**config.mk**
```make
export PLATFORM = sky130hd
export DESIGN_NAME = chip_bus_arbiter_flat
export DESIGN_NICKNAME = d
export VERILOG_FILES = /design/src/rtl/chip_bus_arbiter_if.sv /design/src/rtl/chip_bus_arbiter.sv /design/src/flat_wrapper.sv
export SDC_FILE = /design/constraint.sdc
export NUM_CORES = 1
export LEC_CHECK = 0
export CAP_MARGIN = 10
export CORE_MARGIN = 3
export CORE_UTILIZATION = 66
export DETAILED_ROUTE_END_ITERATION = 8
export DONT_BUFFER_PORTS = 1
export GPL_TIMING_DRIVEN = 0
export PLACE_DENSITY = 0.82
export SYNTH_ARGS = -nofsm -noshare
export SYNTH_HDL_FRONTEND = slang
export SYNTH_SLANG_ARGS = --single-unit
```
**constraint.sdc**
```tcl
create_clock -name CLK -period 4 [get_ports CLK]
set_input_delay 0.8 -clock CLK [delete_from_list [all_inputs] [get_ports CLK]]
set_output_delay 0.8 -clock CLK [all_outputs]
set_load 0.05 [all_outputs]
```
**src/rtl/chip_bus_arbiter_if.sv**
```systemverilog
// chip_bus_arbiter_if
//   Bundles the per-slot DMA requests, override/nasty controls and the
//   registered grant/owner/position outputs of the chip bus arbiter.
//   master : requester side (drives requests, observes grants)
//   slave  : arbiter side   (observes requests, drives grants)
interface chip_bus_arbiter_if;
  logic       _OVR;
  logic       REQ_DSK;
  logic [3:0] REQ_AUD;
  logic       REQ_BPL;
  logic       REQ_COP;
  logic       REQ_BLT;
  logic       REQ_CPU;
  logic       BLT_NASTY;

  logic       GNT_REF;
  logic       GNT_DSK;
  logic [3:0] GNT_AUD;
  logic       GNT_BPL;
  logic       GNT_COP;
  logic       GNT_BLT;
  logic       GNT_CPU;
  logic [3:0] OWNER;
  logic [7:0] HPOS;
  logic       LINE_END;

  modport master (
    output _OVR, REQ_DSK, REQ_AUD, REQ_BPL, REQ_COP, REQ_BLT, REQ_CPU, BLT_NASTY,
    input  GNT_REF, GNT_DSK, GNT_AUD, GNT_BPL, GNT_COP, GNT_BLT, GNT_CPU,
           OWNER, HPOS, LINE_END
  );

  modport slave (
    input  _OVR, REQ_DSK, REQ_AUD, REQ_BPL, REQ_COP, REQ_BLT, REQ_CPU, BLT_NASTY,
    output GNT_REF, GNT_DSK, GNT_AUD, GNT_BPL, GNT_COP, GNT_BLT, GNT_CPU,
           OWNER, HPOS, LINE_END
  );
endinterface

```
**src/rtl/chip_bus_arbiter.sv**
```systemverilog
// chip_bus_arbiter
//   Slot-based memory bus arbiter. A free-running horizontal slot counter
//   selects each slot's class (refresh, disk, audio, free); the winner is
//   decided combinationally and all outputs are registered together, so a
//   grant appears one cycle after the slot is evaluated, tagged with HPOS.
//   Ports:
//     CLK  : slot clock, one slot per rising edge
//     _RST : asynchronous active-low reset
//     bus  : requests/controls in, grants/OWNER/HPOS/LINE_END out
module chip_bus_arbiter #(
  parameter int HSLOTS      = 227,
  parameter int NASTY_LIMIT = 3
) (
  input  logic               CLK,
  input  logic               _RST,
  chip_bus_arbiter_if.slave  bus
);

  localparam int            SW    = (NASTY_LIMIT < 2) ? 1 : $clog2(NASTY_LIMIT + 1);
  localparam logic [SW-1:0] LIMIT = SW'(NASTY_LIMIT);

  localparam logic [3:0] OWN_IDLE = 4'd0;
  localparam logic [3:0] OWN_REF  = 4'd1;
  localparam logic [3:0] OWN_DSK  = 4'd2;
  localparam logic [3:0] OWN_AUD0 = 4'd3;
  localparam logic [3:0] OWN_BPL  = 4'd7;
  localparam logic [3:0] OWN_COP  = 4'd8;
  localparam logic [3:0] OWN_BLT  = 4'd9;
  localparam logic [3:0] OWN_CPU  = 4'd10;

  logic [7:0]    hcnt_q, hcnt_d;
  logic [SW-1:0] starve_q, starve_d;
  logic [3:0]    owner_q, owner_d;
  logic [10:1]   gnt_q, gnt_d;     // indexed by owner code
  logic [7:0]    hpos_q, hpos_d;
  logic          line_end_q, line_end_d;

  logic          last_slot, refresh_slot, disk_slot, aud_slot, free_slot, cpu_boost;

  always_comb begin
    last_slot    = (hcnt_q == 8'(HSLOTS - 1));
    hcnt_d       = last_slot ? 8'd0 : hcnt_q + 8'd1;
    hpos_d       = hcnt_q;
    line_end_d   = last_slot;

    refresh_slot = hcnt_q inside {8'h02, 8'h04, 8'h06, 8'h08};
    disk_slot    = hcnt_q inside {8'h0A, 8'h0C, 8'h0E};
    // 0x10,0x12,0x14,0x16: channel number sits in hcnt[2:1]
    aud_slot     = (hcnt_q[7:3] == 5'b00010) && !hcnt_q[0];
    // a starved CPU jumps ahead of a polite blitter for one free slot
    cpu_boost    = (starve_q == LIMIT) && !bus.BLT_NASTY;

    owner_d   = OWN_IDLE;
    free_slot = 1'b0;
    if (refresh_slot)
      owner_d = OWN_REF;
    else if (disk_slot && bus._OVR && bus.REQ_DSK)
      owner_d = OWN_DSK;
    else if (aud_slot && bus._OVR && bus.REQ_AUD[hcnt_q[2:1]])
      owner_d = OWN_AUD0 + {2'b00, hcnt_q[2:1]};
    else begin
      free_slot = 1'b1;
      if (!bus._OVR)                    owner_d = bus.REQ_CPU ? OWN_CPU : OWN_IDLE;
      else if (bus.REQ_BPL)             owner_d = OWN_BPL;
      else if (bus.REQ_COP)             owner_d = OWN_COP;
      else if (bus.REQ_CPU && cpu_boost) owner_d = OWN_CPU;
      else if (bus.REQ_BLT)             owner_d = OWN_BLT;
      else if (bus.REQ_CPU)             owner_d = OWN_CPU;
    end

    // starvation only accrues on free slots the blitter takes from a waiting CPU
    starve_d = starve_q;
    if (!bus._OVR)
      starve_d = '0;
    else if (free_slot) begin
      if (owner_d == OWN_CPU || !bus.REQ_CPU)
        starve_d = '0;
      else if (owner_d == OWN_BLT && starve_q != LIMIT)
        starve_d = starve_q + SW'(1);
    end

    for (int i = 1; i <= 10; i++)
      gnt_d[i] = (owner_d == 4'(i));
  end

  always_ff @(posedge CLK or negedge _RST) begin
    if (!_RST) begin
      hcnt_q     <= '0;
      starve_q   <= '0;
      owner_q    <= '0;
      gnt_q      <= '0;
      hpos_q     <= '0;
      line_end_q <= 1'b0;
    end else begin
      hcnt_q     <= hcnt_d;
      starve_q   <= starve_d;
      owner_q    <= owner_d;
      gnt_q      <= gnt_d;
      hpos_q     <= hpos_d;
      line_end_q <= line_end_d;
    end
  end

  assign bus.GNT_REF  = gnt_q[1];
  assign bus.GNT_DSK  = gnt_q[2];
  assign bus.GNT_AUD  = gnt_q[6:3];
  assign bus.GNT_BPL  = gnt_q[7];
  assign bus.GNT_COP  = gnt_q[8];
  assign bus.GNT_BLT  = gnt_q[9];
  assign bus.GNT_CPU  = gnt_q[10];
  assign bus.OWNER    = owner_q;
  assign bus.HPOS     = hpos_q;
  assign bus.LINE_END = line_end_q;

endmodule

```
**src/flat_wrapper.sv**
```systemverilog
// flat-port wrapper written by rule: the top's interface ports become plain ports
module chip_bus_arbiter_flat 
#(
  parameter int HSLOTS      = 227,
  parameter int NASTY_LIMIT = 3
)
  (CLK, _RST, bus__OVR, bus_REQ_DSK, bus_REQ_AUD, bus_REQ_BPL, bus_REQ_COP, bus_REQ_BLT, bus_REQ_CPU, bus_BLT_NASTY, bus_GNT_REF, bus_GNT_DSK, bus_GNT_AUD, bus_GNT_BPL, bus_GNT_COP, bus_GNT_BLT, bus_GNT_CPU, bus_OWNER, bus_HPOS, bus_LINE_END);
  chip_bus_arbiter_if bus_i ();
  input  logic CLK;
  input  logic _RST;
  input wire logic [$bits(bus_i._OVR)-1:0] bus__OVR;
  input wire logic [$bits(bus_i.REQ_DSK)-1:0] bus_REQ_DSK;
  input wire logic [$bits(bus_i.REQ_AUD)-1:0] bus_REQ_AUD;
  input wire logic [$bits(bus_i.REQ_BPL)-1:0] bus_REQ_BPL;
  input wire logic [$bits(bus_i.REQ_COP)-1:0] bus_REQ_COP;
  input wire logic [$bits(bus_i.REQ_BLT)-1:0] bus_REQ_BLT;
  input wire logic [$bits(bus_i.REQ_CPU)-1:0] bus_REQ_CPU;
  input wire logic [$bits(bus_i.BLT_NASTY)-1:0] bus_BLT_NASTY;
  output wire logic [$bits(bus_i.GNT_REF)-1:0] bus_GNT_REF;
  output wire logic [$bits(bus_i.GNT_DSK)-1:0] bus_GNT_DSK;
  output wire logic [$bits(bus_i.GNT_AUD)-1:0] bus_GNT_AUD;
  output wire logic [$bits(bus_i.GNT_BPL)-1:0] bus_GNT_BPL;
  output wire logic [$bits(bus_i.GNT_COP)-1:0] bus_GNT_COP;
  output wire logic [$bits(bus_i.GNT_BLT)-1:0] bus_GNT_BLT;
  output wire logic [$bits(bus_i.GNT_CPU)-1:0] bus_GNT_CPU;
  output wire logic [$bits(bus_i.OWNER)-1:0] bus_OWNER;
  output wire logic [$bits(bus_i.HPOS)-1:0] bus_HPOS;
  output wire logic [$bits(bus_i.LINE_END)-1:0] bus_LINE_END;
  assign bus_i._OVR = bus__OVR;
  assign bus_i.REQ_DSK = bus_REQ_DSK;
  assign bus_i.REQ_AUD = bus_REQ_AUD;
  assign bus_i.REQ_BPL = bus_REQ_BPL;
  assign bus_i.REQ_COP = bus_REQ_COP;
  assign bus_i.REQ_BLT = bus_REQ_BLT;
  assign bus_i.REQ_CPU = bus_REQ_CPU;
  assign bus_i.BLT_NASTY = bus_BLT_NASTY;
  assign bus_GNT_REF = bus_i.GNT_REF;
  assign bus_GNT_DSK = bus_i.GNT_DSK;
  assign bus_GNT_AUD = bus_i.GNT_AUD;
  assign bus_GNT_BPL = bus_i.GNT_BPL;
  assign bus_GNT_COP = bus_i.GNT_COP;
  assign bus_GNT_BLT = bus_i.GNT_BLT;
  assign bus_GNT_CPU = bus_i.GNT_CPU;
  assign bus_OWNER = bus_i.OWNER;
  assign bus_HPOS = bus_i.HPOS;
  assign bus_LINE_END = bus_i.LINE_END;
  chip_bus_arbiter #(.HSLOTS(HSLOTS), .NASTY_LIMIT(NASTY_LIMIT)) u_core (.CLK(CLK), ._RST(_RST), .bus(bus_i));
endmodule
```
* Yosys cells after proc, flatten, opt, wreduce, memory -nomap -nowiden *
Cells that the tools add are included.

cells by class
  reductions and logical operators = 15
  $add $sub $neg = 3
  multiplexer cells = 19
  magnitude comparators = 1
  equal/unequal tests = 23

operators with widths
  kind                                                                   number
  4-bit two-way mux                                                      9
  8-bit by 4-bit equality test with 1-bit output, second input constant  4
  4-bit by 3-bit equality test with 1-bit output, second input constant  4
  8-bit by 3-bit equality test with 1-bit output, second input constant  2
  4-bit equality test, second input constant                             3
  8-bit by 1-bit adder with 8-bit output, second input constant          1
  4-bit by 2-bit equality test with 1-bit output, second input constant  2
  8-bit by 2-bit equality test with 1-bit output, second input constant  1
  8-bit equality test, second input constant                             1
  1-bit logical AND                                                      8
  2-bit two-way mux                                                      4
  8-bit two-way mux                                                      1
  5-bit by 2-bit equality test with 1-bit output, second input constant  1
  4-bit by 1-bit equality test with 1-bit output, second input constant  1
  1-bit two-way mux                                                      4
  4-bit nonzero test                                                     1
  2-bit by 2-bit adder with 3-bit output, first input constant           1
  1-bit zero test                                                        3
  2-bit by 3-bit < comparator with 1-bit output, second input constant   1
  3-bit by 1-bit != test with 1-bit output, second input constant        1
  3-bit nonzero test                                                     1
  2-bit by 1-bit adder with 2-bit output, second input constant          1
  1-bit binary-select mux with 2-bit select                              1
  2-bit equality test, second input constant                             1
  other kinds (4)                                                        4

storage, ports and cells
  logic and storage cells = 67
  output and inout bits = 23
  input port bits = 13
  bits in registers = 33

* Logic depth before layout (Yosys ltp) *
  depth in word-level cells = 16
  gate-level depth with buffers = 10
  depth with buffers taken out = 9

* Worst setup path before layout *
No wires, ideal clock.

  path kind = input -> register
  start = input port bus__OVR
  end = register u_core.starve_q[1]
  data arrival time = 2.339 ns
  library setup time = 0.137 ns
  slack = 1.525 ns
  stages = 8
  required time = 3.863 ns
  cells stage by stage = buf_4 > and4bb_2 > o211a_4 > a22o_4 > or2_1 > buf_6 > o41ai_4 > o22ai_1

between the ends
  word-level cells in the longest chain between the ends = 10

RTL lines
  what                            RTL line                text
  start: declaration              flat_wrapper.sv:11      input wire logic [$bits(bus_i._OVR)-1:0] bus__OVR;
  1-bit logical AND (2 in a row)  chip_bus_arbiter.sv:59  else if (aud_slot && bus._OVR && bus.REQ_AUD[hcnt_q[2:1]])
  4-bit two-way mux               chip_bus_arbiter.sv:59
  4-bit two-way mux               chip_bus_arbiter.sv:57  else if (disk_slot && bus._OVR && bus.REQ_DSK)
  4-bit two-way mux               chip_bus_arbiter.sv:55  if (refresh_slot)
  4-bit equality test             chip_bus_arbiter.sv:76  if (owner_d == OWN_CPU || !bus.REQ_CPU)
  1-bit logical OR                chip_bus_arbiter.sv:76
  2-bit two-way mux               chip_bus_arbiter.sv:76
  2-bit two-way mux               chip_bus_arbiter.sv:75  else if (free_slot) begin
  2-bit two-way mux               chip_bus_arbiter.sv:73  if (!bus._OVR)
  end signal: assignment          chip_bus_arbiter.sv:96  starve_q <= starve_d;
  end: declaration                chip_bus_arbiter.sv:32  logic [SW-1:0] starve_q, starve_d;

Parallel ways exist; a longest one is shown, timed or not. The select of a mux whose other input is x is not followed.
A chain may end at the register's enable or synchronous reset.

* Worst setup path after layout *
  start = register u_core.hcnt_q[1]
  end = register u_core.starve_q[1]

between the ends
  word-level cells in the longest chain between the ends = 11

RTL lines
  what                                                                                                                RTL line                                        text
  start: declaration                                                                                                  chip_bus_arbiter.sv:31                          logic [7:0] hcnt_q, hcnt_d;
  start signal: assignment                                                                                            chip_bus_arbiter.sv:95                          hcnt_q <= hcnt_d;
  8-bit by 4-bit equality test with 1-bit output / 1-bit binary-select mux with 2-bit select (equally long branches)  chip_bus_arbiter.sv:47, chip_bus_arbiter.sv:59
  3-bit nonzero test / 1-bit two-way mux (equally long branches)                                                      chip_bus_arbiter.sv:47, chip_bus_arbiter.sv:59
  1-bit logical AND (on tied branches)                                                                                chip_bus_arbiter.sv:57, chip_bus_arbiter.sv:59
  1-bit logical AND / 4-bit two-way mux (equally long branches)                                                       chip_bus_arbiter.sv:57, chip_bus_arbiter.sv:59
  4-bit two-way mux                                                                                                   chip_bus_arbiter.sv:57
  4-bit two-way mux                                                                                                   chip_bus_arbiter.sv:55
  4-bit equality test                                                                                                 chip_bus_arbiter.sv:76
  1-bit logical OR                                                                                                    chip_bus_arbiter.sv:76
  2-bit two-way mux                                                                                                   chip_bus_arbiter.sv:76
  2-bit two-way mux                                                                                                   chip_bus_arbiter.sv:75
  2-bit two-way mux                                                                                                   chip_bus_arbiter.sv:73

Parallel ways exist; a longest one is shown, timed or not. The select of a mux whose other input is x is not followed.

==> flow_summary.toml <==
[timing]
slew_headroom_pct = 64.13
tns_ps = 0
slew_violations = 0
tightest_slew_ps = 537.1
period_minus_slack_ps = 2385
holdWs_ps = 150.3
period_share_pct = 59.62
rsz0062_at_grt = "no"
setup_violations = 0
hold_viol = 0
skew_ps = 8.199
worst_slack_ps = 1615
fmax_ghz = 0.4193

[synthesis]
synth_edf_count = 0
syn_nets = 161
ys_types = 44
yosysWarnings = 0
synthFlopType = "dfrtp_1"
syn_area_per_cell_um2 = 11.04
ys_seq_area_share_pct = 52.67
async_flop_share_pct = 100.0
synth.cell_area_um2 = 1568
ys_ff_latch = 33
syn_inst = 142

[routing]
route.detailed.drc = 0
ant_nets = 0
routed_wl_mm = 2.712
routedWlPerCell_um = 15.24
drtPass1Iterations = 4
vias = 1056
vias_per_cell = 5.933
drt_iter0_markers = 30

[grt]
track_usage_pct = 22.42
grt.overflow.total = 0
grt_pass1_wl_mm = 4.581
grt_pass1_vias = 988
antenna_found_initial = 0
grt_start_max_net_pins = 34

[pwr]
ir_drop_v = 0.0002520
p_leak_nw = 0.7883
power_density_nw_per_um2 = 363.7
finalPower_mw = 0.6084

[final_layout]
layout.nets = 168
area_growth_pct = 6.704
layoutNonFillerInstCount = 178
drive_gt1_share_pct = 16.00
layout_commonest_cell = "dfrtp_1"
layout_common_cells = "dfrtp_1 (33), nor2_1 (20), nand2_1 (14)"
diodes = 0
fillers = 150

[die]
rows = 17
die_h_um = 54.74
die_w_um = 54.74
start_util_pct = 70.20
coreArea_um2 = 2233
die_area_um2 = 2996
pin_count = 36

[clock_network]
htreeDepth = 2
cts_buffer_depth = 2
cts_root_buf = "clkbuf_4"
cts_tree = "built"
cts_made_buffers = 5
post_cts_buffers = 0
numClockSinks = 33
hold_buffers = 0
clk_latency_ps = 330
cts.reportedPaths.clkPinSlew_ps = 100
cts_resized = 0

[placed_design]
place_ws_ps = 1418
dp_cells = 170
dp_hpwl_mm = 2.062
gp_congestion = 0.8093
io_buffers = 0

[setup_path]
start_kind = "register"
end_kind = "register"
crit_arrival_ps = 2590
worstSetupPathType = "register to register"
crit_fanout = 8
crit_required_ps = 4210
max_stage_delay_ps = 510
worstPathCellList = "inv_1, ha_1, or2b_1, a32oi_1, a22o_4, or2_1, buf_6, o41ai_4, o22ai_1"
crit_slowest_cell = "dfrtp_1"

[status]
outcome = "completed"

[job]
maxCapViolCount = 0

[min_path]
min_path_type = "input port to async pin"
routing by layer:
metal	up-vias	global-route usage, %	wire length (µm)
li1	503	-	-
met1	515	28.28	1202
met2	34	34.25	1250
met3	4	8.719	209
met4	0	8.714	48
met5	-	0	0
area by class of cell:
cell class / count / area (µm²) / area share (%)
Clock inverter: 1 / 5.005 / 0.2992
Multi-Input combinational cell: 93 / 656.9 / 39.27
Inverter: 11 / 41.29 / 2.468
Tap cell: 28 / 35.03 / 2.094
Buffer: 5 / 43.79 / 2.618
Sequential cell: 33 / 825.8 / 49.36
Clock buffer: 7 / 65.06 / 3.889
flip-flops by register name, summed over array words and instances, names as in the netlist:
register             cells
u_core.bus.OWNER         4
u_core.bus.HPOS          8
u_core.hcnt_q            8
u_core.starve_q          2
u_core.gnt_q            10
u_core.bus.LINE_END      1
report_power, final:
part           switching (mW)  leakage (nW)  internal [mW]
registers              0.0309         0.426          0.341
clock network           0.102        0.0413          0.102
logic                  0.0187         0.321         0.0139
total                   0.152         0.788          0.456
final timing paths:
| path | depth (start not counted) | endpoint | slack [ps] | startpoint |
|---|---|---|---|---|
| hold reg to reg | 0 | u_core.bus.HPOS[3]$_DFF_PN0_ | 400 | u_core.hcnt_q[3]$_DFF_PN0_ |
| max in group asynchronous | 0 | u_core.bus.HPOS[6]$_DFF_PN0_ | 3770 | _RST |
| setup reg to reg | 9 | u_core.starve_q[1]$_DFFE_PN0P_ | 1620 | u_core.hcnt_q[1]$_DFF_PN0_ |
| setup / recovery | 9 | u_core.starve_q[1]$_DFFE_PN0P_ | 1620 | u_core.hcnt_q[1]$_DFF_PN0_ |
| min in group CLK | 0 | u_core.bus.HPOS[3]$_DFF_PN0_ | 400 | u_core.hcnt_q[3]$_DFF_PN0_ |
| hold / removal | 0 | u_core.bus.OWNER[2]$_DFF_PN0_ | 150 | _RST |
cell usage after synthesis, types with 2 or more instances:
| master | n | area share, % |
|---|---|---|
| nand3_1 | 3 | 0.96 |
| nor3_1 | 3 | 0.96 |
| dfrtp_1 | 33 | 53 |
| ha_1 | 6 | 4.8 |
| inv_1 | 11 | 2.6 |
| xor2_1 | 4 | 2.2 |
| nor2_1 | 20 | 4.8 |
| nand2_1 | 14 | 3.4 |
| and3_1 | 3 | 1.2 |
| buf_4 | 2 | 0.96 |
| nor2b_1 | 3 | 1.2 |
| nand3b_1 | 3 | 1.4 |
| o22ai_1 | 2 | 0.80 |
| o21ai_0 | 5 | 1.6 |
critical path: cells and delay by family, from the launching register on:
| kind | cells | cell delay (ps) |
|---|---|---|
| flip-flops | 1 | 510 |
| adder cells (fa/ha/maj) | 1 | 230 |
| AND/OR/NAND/NOR | 2 | 440 |
| AO/OA/AOI/OAI | 4 | 850 |
| buffers and inverters | 2 | 250 |
metrics by stage:
| stage | util, % | instance area, µm² |
|---|---|---|
| after CTS | 74.90 | 1673 |
| final | 74.90 | 1673 |
| after floorplan | - | 1568 |
| after global placement | 71.76 | 1603 |
| after detailed placement | 71.76 | 1603 |
| after global routing | 74.90 | 1673 |
cell families after synthesis:
group	synth area share (%)
AND/OR/NAND/NOR	17.88
buffers and inverters	5.426
AO/OA/AOI/OAI	13.49
adder cells (fa/ha/maj)	5.427
multiplexers	2.314
flip-flops	52.67
XOR/XNOR	2.793
Note: power is estimated with default switching activity, not from simulation.
